## src/rtl/traffic_pkg.sv

```systemverilog
// Shared phase encodings and config-select codes for the traffic-light time base.
package traffic_pkg;

  localparam logic [2:0] PH_G    = 3'b100;
  localparam logic [2:0] PH_Y    = 3'b010;
  localparam logic [2:0] PH_R    = 3'b001;
  localparam logic [2:0] PH_NONE = 3'b000;

  typedef enum logic [1:0] {
    CFG_SEL_G   = 2'd0,
    CFG_SEL_Y   = 2'd1,
    CFG_SEL_R   = 2'd2,
    CFG_SEL_PED = 2'd3
  } cfg_sel_e;

  function automatic logic phase_valid(input logic [2:0] p);
    return (p == PH_G) || (p == PH_Y) || (p == PH_R);
  endfunction

endpackage

```

## src/rtl/tick_prescaler.sv

```systemverilog
// Divides clk down to a one-cycle tick every TICK_DIV enabled cycles.
module tick_prescaler #(
  parameter int TICK_DIV = 50_000_000
) (
  input  logic clk,
  input  logic rst,
  input  logic clr,
  input  logic en,
  output logic tick
);

  localparam int            W    = $clog2(TICK_DIV);
  localparam logic [W-1:0]  LAST = W'(TICK_DIV - 1);

  logic [W-1:0] pre_q;
  logic [W-1:0] pre_d;

  // Clear wins over enable so a phase entry never produces a tick.
  always_comb begin
    pre_d = pre_q;
    tick  = 1'b0;
    if (clr) begin
      pre_d = '0;
    end else if (en) begin
      if (pre_q == LAST) begin
        pre_d = '0;
        tick  = 1'b1;
      end else begin
        pre_d = pre_q + 1'b1;
      end
    end
  end

  always_ff @(posedge clk) begin
    if (rst) pre_q <= '0;
    else     pre_q <= pre_d;
  end

endmodule

```

## src/rtl/phase_timer_ctrl.sv

```systemverilog
// Times each traffic-light phase from programmable durations and pulses end-of-phase
// strobes back to the FSM; also handles pedestrian green shortening and countdown export.
module phase_timer_ctrl
  import traffic_pkg::*;
#(
  parameter int TICK_DIV = 50_000_000,
  parameter int CNT_W    = 8,
  parameter int DUR_G    = 30,
  parameter int DUR_Y    = 3,
  parameter int DUR_R    = 2,
  parameter int PED_MIN  = 5
) (
  input  logic             clk,
  input  logic             rst,
  input  logic             fsm_g,
  input  logic             fsm_y,
  input  logic             fsm_r,
  input  logic             cfg_we,
  input  logic [1:0]       cfg_sel,
  input  logic [CNT_W-1:0] cfg_data,
  input  logic             ped_req,
  output logic             g_end,
  output logic             y_end,
  output logic             r_end,
  output logic             ped_ack,
  output logic [CNT_W-1:0] remain
);

  logic [2:0]       phase;
  logic             valid, entry, live, fire, clamp, tick;
  logic [CNT_W-1:0] entry_dur, dur_wdata;

  logic [2:0]       prev_phase_q;
  logic [CNT_W-1:0] cnt_q, cnt_d;
  logic [CNT_W-1:0] dur_g_q, dur_g_d, dur_y_q, dur_y_d, dur_r_q, dur_r_d;
  logic [CNT_W-1:0] ped_min_q, ped_min_d;
  logic             done_q, done_d, ped_pend_q, ped_pend_d;
  logic             g_end_q, g_end_d, y_end_q, y_end_d, r_end_q, r_end_d;
  logic             ped_ack_q, ped_ack_d;
  logic [CNT_W-1:0] remain_q;

  tick_prescaler #(.TICK_DIV(TICK_DIV)) u_pre (
    .clk  (clk),
    .rst  (rst),
    .clr  (entry),
    .en   (valid & ~done_q),
    .tick (tick)
  );

  always_comb begin
    phase = {fsm_g, fsm_y, fsm_r};
    valid = phase_valid(phase);
    entry = valid && (phase != prev_phase_q);
    live  = valid && !entry && !done_q;
    fire  = live && (cnt_q == '0);
    clamp = live && (phase == PH_G) && ped_pend_q;

    unique case (phase)
      PH_G:    entry_dur = dur_g_q;
      PH_Y:    entry_dur = dur_y_q;
      default: entry_dur = dur_r_q;
    endcase

    // A zero duration would end the phase without any tick, so it is stored as 1.
    dur_wdata = (cfg_data == '0) ? CNT_W'(1) : cfg_data;
    dur_g_d   = dur_g_q;
    dur_y_d   = dur_y_q;
    dur_r_d   = dur_r_q;
    ped_min_d = ped_min_q;
    if (cfg_we) begin
      unique case (cfg_sel_e'(cfg_sel))
        CFG_SEL_G:   dur_g_d   = dur_wdata;
        CFG_SEL_Y:   dur_y_d   = dur_wdata;
        CFG_SEL_R:   dur_r_d   = dur_wdata;
        CFG_SEL_PED: ped_min_d = cfg_data;
        default:     ped_min_d = ped_min_q;
      endcase
    end

    cnt_d = cnt_q;
    if (entry)                              cnt_d = entry_dur;
    else if (clamp && (cnt_q > ped_min_q))  cnt_d = ped_min_q;
    else if (tick && (cnt_q != '0))         cnt_d = cnt_q - 1'b1;

    done_d     = entry ? 1'b0 : (fire ? 1'b1 : done_q);
    ped_pend_d = clamp ? 1'b0 : (ped_req ? 1'b1 : ped_pend_q);
    ped_ack_d  = clamp;
    g_end_d    = fire && (phase == PH_G);
    y_end_d    = fire && (phase == PH_Y);
    r_end_d    = fire && (phase == PH_R);
  end

  always_ff @(posedge clk) begin
    if (rst) begin
      prev_phase_q <= PH_NONE;
      cnt_q        <= '0;
      done_q       <= 1'b0;
      ped_pend_q   <= 1'b0;
      dur_g_q      <= CNT_W'(DUR_G);
      dur_y_q      <= CNT_W'(DUR_Y);
      dur_r_q      <= CNT_W'(DUR_R);
      ped_min_q    <= CNT_W'(PED_MIN);
      g_end_q      <= 1'b0;
      y_end_q      <= 1'b0;
      r_end_q      <= 1'b0;
      ped_ack_q    <= 1'b0;
      remain_q     <= '0;
    end else begin
      prev_phase_q <= phase;
      cnt_q        <= cnt_d;
      done_q       <= done_d;
      ped_pend_q   <= ped_pend_d;
      dur_g_q      <= dur_g_d;
      dur_y_q      <= dur_y_d;
      dur_r_q      <= dur_r_d;
      ped_min_q    <= ped_min_d;
      g_end_q      <= g_end_d;
      y_end_q      <= y_end_d;
      r_end_q      <= r_end_d;
      ped_ack_q    <= ped_ack_d;
      remain_q     <= cnt_d;
    end
  end

  assign g_end   = g_end_q;
  assign y_end   = y_end_q;
  assign r_end   = r_end_q;
  assign ped_ack = ped_ack_q;
  assign remain  = remain_q;

endmodule
```

## config.mk

```make
export PLATFORM = sky130hd
export DESIGN_NAME = phase_timer_ctrl
export DESIGN_NICKNAME = d
export VERILOG_FILES = /design/src/rtl/traffic_pkg.sv /design/src/rtl/tick_prescaler.sv /design/src/rtl/phase_timer_ctrl.sv
export SDC_FILE = /design/constraint.sdc
export NUM_CORES = 1
export LEC_CHECK = 0
export BUFFER_PORTS_ARGS = -buffer_cell sky130_fd_sc_hd__buf_2
export CORE_ASPECT_RATIO = 1.4
export CORE_MARGIN = 3
export CORE_UTILIZATION = 35
export CTS_BUF_LIST = sky130_fd_sc_hd__clkbuf_4
export DETAILED_ROUTE_END_ITERATION = 12
export GPL_TIMING_DRIVEN = 0
export SLEW_MARGIN = 30
export SYNTH_ARGS = -nofsm -noshare
export SYNTH_HDL_FRONTEND = slang
export SYNTH_HIERARCHICAL = 1
export SYNTH_SLANG_ARGS = --single-unit
```

## constraint.sdc

```tcl
create_clock -name clk -period 3.4 [get_ports clk]
set_input_delay 0.17 -clock clk [delete_from_list [all_inputs] [get_ports clk]]
set_output_delay 0.17 -clock clk [all_outputs]
set_load 0.1 [all_outputs]
```

# Word-level counts from Yosys, hierarchy flattened
# Index checks and enable logic that the tools add are counted.
[totals]
regBits = 75
out_inout_bits = 12
[op_classes]
muxes = 9
reduce_logical = 26
order_cmp = 1
addsub = 2
n_eq_ne = 8
n_bitwise = 2
[ops]
columns = ["op", "n"]
rows = [
  ["8-bit two-way mux", 4],
  ["26-bit by 1-bit adder with 26-bit output (second input constant)", 1],
  ["26-bit equality test (second input constant)", 1],
  ["26-bit two-way mux", 1],
  ["8-bit logical NOT", 2],
  ["8-bit one-hot mux with 2 select lines", 1],
  ["1-bit logical AND", 11],
  ["8-bit > comparator", 1],
  ["2-bit AND reduction", 4],
  ["8-bit nonzero test", 1],
  ["8-bit by 1-bit subtractor with 8-bit output (second input constant)", 1],
  ["2-bit equality test (second input constant)", 2],
  ["2-bit OR reduction", 2],
  ["3-bit by 1-bit equality test with 1-bit output (second input constant)", 1],
  ["3-bit by 2-bit equality test with 1-bit output (second input constant)", 1],
  ["3-bit equality test (second input constant)", 1],
  ["1-bit two-way mux", 3],
  ["3-bit inequality test", 1],
  ["3-bit nonzero test", 1],
  ["2-bit by 1-bit equality test with 1-bit output (second input constant)", 1],
  ["1-bit logical NOT", 2],
  ["2-bit logical NOT", 1],
  ["1-bit logical OR", 2],
  ["1-bit bitwise AND", 1],
  ["1-bit inverter", 1],
]

# Depth between registers and ports, before layout
[depth]
word_depth = 12
depth_mapped = 16
mapped_depth_nobuf = 11

# By module
# The synthesis kept the hierarchy.
[modules_own_cells]
columns = ["module", "instances", "seq_area_each_um2", "area_each_um2", "cells_per_inst"]
rows = [
  ["phase_timer_ctrl", 1, 980.9, 2647.5, 313],
  ["tick_prescaler", 1, 520.5, 1355.0, 155],
]

# Least setup slack after synthesis
# Ideal clock, no wire load.
[synth_path]
path_type = "input-to-reg"
start = "in fsm_g"
end = "reg remain_q[0] (netlist: remain[0])"
path_stages = 16
n_path_buf = 5
arrival_ps = 3028
setup_slack_ps = 287
path_cell_list = "buf_6 -> or3b_1 -> buf_6 -> a21boi_4 -> nor2_1 -> buf_2 -> and4_1 -> clkbuf_1 -> nand3_1 -> or3_1 -> nor4_1 -> and2_1 -> buf_1 -> xnor2_1 -> mux2i_1 -> a211oi_1"
[synth_via]
elab_cells_between_ends = 21
classes_between = "4 x eq/ne; 5 x mux; 1 x bitwise; 11 x reduce/logical"
[synth_lines]
columns = ["item", "line_no", "rtl"]
rows = [
  ["start, declared", "phase_timer_ctrl.sv:15", "input logic fsm_g,"],
  ["3-bit equality test or 3-bit by 2-bit equality test with 1-bit output (tied branches)", "traffic_pkg.sv:17", "return (p == PH_G) || (p == PH_Y) || (p == PH_R);"],
  ["1-bit logical OR (2 in a row)", "traffic_pkg.sv:17", ""],
  ["1-bit bitwise AND", "phase_timer_ctrl.sv:46", ".en (valid & ~done_q),"],
  ["1-bit two-way mux", "tick_prescaler.sv:24", "end else if (en) begin"],
  ["1-bit two-way mux *", "tick_prescaler.sv:22", "if (clr) begin"],
  ["via tick", "phase_timer_ctrl.sv:30", "logic valid, entry, live, fire, clamp, tick;"],
  ["1-bit logical AND *", "phase_timer_ctrl.sv:83", "else if (tick && (cnt_q != '0)) cnt_d = cnt_q - 1'b1;"],
  ["3-bit nonzero test (no source line) *", "--", ""],
  ["end signal, assigned", "phase_timer_ctrl.sv:121", "remain_q <= cnt_d;"],
  ["end, declared", "phase_timer_ctrl.sv:40", "logic [CNT_W-1:0] remain_q;"],
]
# The timed path passes the listed nets; every way through them passes the cells marked *.
# A chain may end at the register's enable or synchronous reset.

# Final worst setup path
# Same ends and word-level chain as after synthesis.

==> out/results.tsv <==
stage	metric	value	unit
clock_tree	Clock Latency Late Sink	430	ps
grt	largest net degree at the start of global routing	13	
pwr	PwrDens	415	mW/mm²
synth	post-synthesis async set-or-reset flop share	0	%
place	HPWL Detailed	7.80	mm
detailed_routing	DR DRC count	0	
synth	Syn. warnings	6	
worst_setup_path	Crit Path Category	input port to flip-flop	
synth	mapped cell area	0.00400	mm²
die	Die W	96.4	µm
clock_tree	CTS tree	done	
detailed_routing	WL final	10.2	mm
worst_setup_path	R2R cell count	11	
worst_setup_path	most frequent CP cell	buf_6	
synth	Synth Net Count	497	
worst_setup_path	Stages on worst setup path	15	
worst_setup_path	Largest delay share family, worst path	simple AND/OR/NAND/NOR gates	
grt	overall routing resource usage	16.8	%
run_status	status	completed	
clock_tree	Reg clk slew, reported paths	130	ps
sta	Hold WS	27.7	ps
synth	FF+latch count, synth	75	
sta	RSZ-0062 raised after global routing	false	
clock_tree	total CTS buffers	9	
sta	fin. max-slew vios	0	
cells_and_area	non-filler cells, final	653	
synth	post-synth cell types	54	
clock_tree	Clock Path Buffers	2	
pwr	Static Leak	1.60	nW
detailed_routing	via count	3501	
pwr	peak supply drop	200	µV
cells_and_area	register area	0.00150	mm²
sta	final setup violation count	0	
sta	fmax	322	MHz
die	Core Box Area	0.0110	mm²
cells_and_area	Nets	536	
sta	Max Clock Skew	26.9	ps
detailed_routing	Iter 0 DRT Violations	116	
detailed_routing	DR vias/cell	5.36	
cells_and_area	layout cell share with drive strength beyond 1	14.1	%
cells_and_area	area grow syn2layout	11.8	%
worst_setup_path	internal reg-to-reg setup slack	470	ps
detailed_routing	antenna viol nets, final	0	
pwr	Tot Pwr	1.85	mW
sta	period utilization	91.3	%
worst_setup_path	highest-delay cell along the critical path	or3_1	
die	I/O Pins	29	
worst_setup_path	CP Max Fanout	10	
grt	number of global-route vias before repair	3483	
detailed_routing	First-pass DRT Iterations	4	
worst_setup_path	data arrival time of the critical path	3460	ps
detailed_routing	WL/cell	15.7	µm
synth	register area share after synthesis	37.5	%
worst_setup_path	Reg-to-Reg End	remain[0]	
cells_and_area	area of the multi-input gates	0.00230	mm²
sta	final critical-path required period	3110	ps
place	Placed Cells	635	
sta	headroom to the max-slew limit	52.1	%
worst_setup_path	Setup crit start kind	input port	
worst_setup_path	Worst Path Buf+Inv	4	
place	port bufs	26	
cells_and_area	Fillers	1145	
worst_setup_path	endpoint class of the critical path	flip-flop	
place	GP Congestion	0.880	
run	number of max-cap violations	0	
die	Cell Rows	45	
worst_setup_path	CP startpoint	fsm_g	
worst_setup_path	Worst Path Required	3760	ps
synth	Top FF cell, synth	dfxtp_1	
synth	Mapped Cells	468	
grt	first-pass GRT wire length	17.0	mm
cells_and_area	ANT cells	0	
clock_tree	clock sink count	75	
synth	Syn Area/Cell	8.55	µm²
clock_tree	Clock Tree Root	clkbuf_4	
place	Cell Area, Placed	0.00431	mm²
sta	worst-margin pin slew	718	ps
sta	endpoints failing hold	0	
clock_tree	htree depth	3	
worst_hold_path	Hold Crit Class	input port to flip-flop	
die	Die Area	0.0128	mm²
die	Initial Util	36.3	%
worst_setup_path	Setup crit end	remain[0]	
clock_tree	postcts setup bufs	0	
grt	antenna violations before repair	0	
worst_setup_path	worst flop-to-flop path startpoint	done_q	
synth	Post-synth EDFFs	0	
worst_setup_path	crit-path max cell delay	410	ps
worst_setup_path	crit path cell chain	buf_6, or3b_1, buf_6, a21boi_4, nor2_1, buf_2, and4_1, nand3_1, or3_1, nor4_2, and2_1, buf_1, xnor2_1, mux2i_1, a211oi_1	
cells_and_area	final instance area	0.00447	mm²
grt	GRT overflow	0	
die	die height	133	µm
[synth_stat cells (5+ instances only)]
library cell / n / share of area [%]
or3_1: 8 / 1.3
a211o_1: 7 / 1.5
inv_1: 13 / 1.2
dfxtp_1: 75 / 38
nor3_1: 13 / 1.6
xor2_1: 10 / 2.2
nor2b_1: 8 / 1.3
o21ai_0: 8 / 1.0
or4_1: 7 / 1.3
nand3_1: 13 / 1.6
mux2i_1: 12 / 3.0
a21oi_1: 37 / 4.6
nor2_1: 46 / 4.3
nand4_1: 12 / 1.9
clkbuf_1: 13 / 1.2
o22ai_1: 16 / 2.5
ha_1: 12 / 3.8
o31ai_1: 5 / 0.94
xnor2_1: 15 / 3.3
o2111ai_1: 6 / 1.3
nand2_1: 56 / 5.3
buf_6: 5 / 1.4
[final cells by class]
type / count / share of cell area, %
timing repair buffer: 29 / 3.58
buffer: 24 / 3.38
sequential: 75 / 33.6
inverter: 15 / 1.26
clock inverter: 6 / 1.26
multi-input combinational: 353 / 51.3
tap: 141 / 3.94
clock buffer: 10 / 1.68
[metal layers]
layer / global-route usage [%] / vias up / part of all wire [%]
met5: 0 / - / 0
met4: 6.94 / 0 / 2.6
met3: 3.47 / 21 / 2.9
met2: 30.2 / 61 / 53
met1: 18.7 / 1643 / 41
li1: - / 1776 / -
[state kept, by name (all words and copies together), names as in the netlist]
signal	flops
done_q	1
dur_g_q	8
dur_r_q	8
dur_y_q	8
g_end	1
ped_ack	1
ped_min_q	8
ped_pend_q	1
prev_phase_q	3
r_end	1
remain	8
u_pre/pre_q	26
y_end	1
[how the worst min path moves through the flow]
stage | startpoint | endpoint | slack, ps | cells past startpoint
4_1_cts | cfg_data[1] | ped_min_q[1] | 4 | 3
6_report | cfg_data[1] | dur_g_q[1] | 30 | 2
3_5_place_dp | ped_req | ped_pend_q | 430 | 3
5_1_grt | cfg_data[1] | ped_min_q[1] | 0.3 | 3
3_3_place_gp | cfg_data[0] | ped_min_q[0] | 410 | 3
2_1_floorplan | cfg_data[2] | ped_min_q[2] | 290 | 1
[cells in the final DEF, fill, tap and decap left out, types with 4 or more instances in the layout]
cell / synthesis / layout
nand2_1: 56 / 56
nand4_1: 12 / 12
or3_1: 8 / 8
o2111ai_1: 6 / 6
and3_1: 4 / 4
ha_1: 12 / 12
and4_1: 4 / 4
a211o_1: 7 / 7
a21oi_1: 37 / 37
nor2_1: 46 / 46
clkinv_1: 2 / 4
or4_1: 7 / 7
o22ai_1: 16 / 16
o211ai_1: 4 / 4
clkbuf_4: 0 / 10
or2_2: 4 / 4
o21ai_0: 8 / 8
dfxtp_1: 75 / 75
o31ai_1: 5 / 5
buf_6: 5 / 5
nor3_1: 13 / 13
a211oi_1: 4 / 4
nor2b_1: 8 / 8
nand3_1: 13 / 13
xnor2_1: 15 / 15
xor2_1: 10 / 10
clkbuf_1: 13 / 12
nand3b_1: 4 / 4
buf_2: 3 / 29
mux2i_1: 12 / 12
inv_1: 13 / 13
[cell families (layout without fill, tap and decap cells)]
group,after synthesis,after routing,synth area share (%)
and+or+nand+nor,201,201,26.4
adders and majority gates,13,13,4.00
muxes,12,12,3.00
xor gates and xnor gates,25,25,5.47
buffers and inverters,40,84,5.28
AOI/OAI and AO/OA,102,102,18.4
DFF,75,75,37.5
[report_power, final]
group / switching, mW / internal, mW
sequential: 0.0345 / 0.908
combinational: 0.248 / 0.124
clock: 0.313 / 0.227
[metrics by stage]
stage / utilization (%) / setup slack (ps) / setup TNS, ps
finish: 40.5 / 294 / 0
global placement: 39.0 / -404 / -2360
global route: 40.5 / 62.0 / 0
CTS: 40.5 / 12.4 / 0
detailed placement: 39.0 / -437 / -2670
floorplan: - / 287 / 0
[what timing repair did]
action                     in CTS  in global routing
gates resized for setup         0                  1
setup endpoints to repair       0                  8
hold endpoints to repair        3                  0
hold buffers                    3                  0
Note: power is estimated with default switching activity, not from simulation.
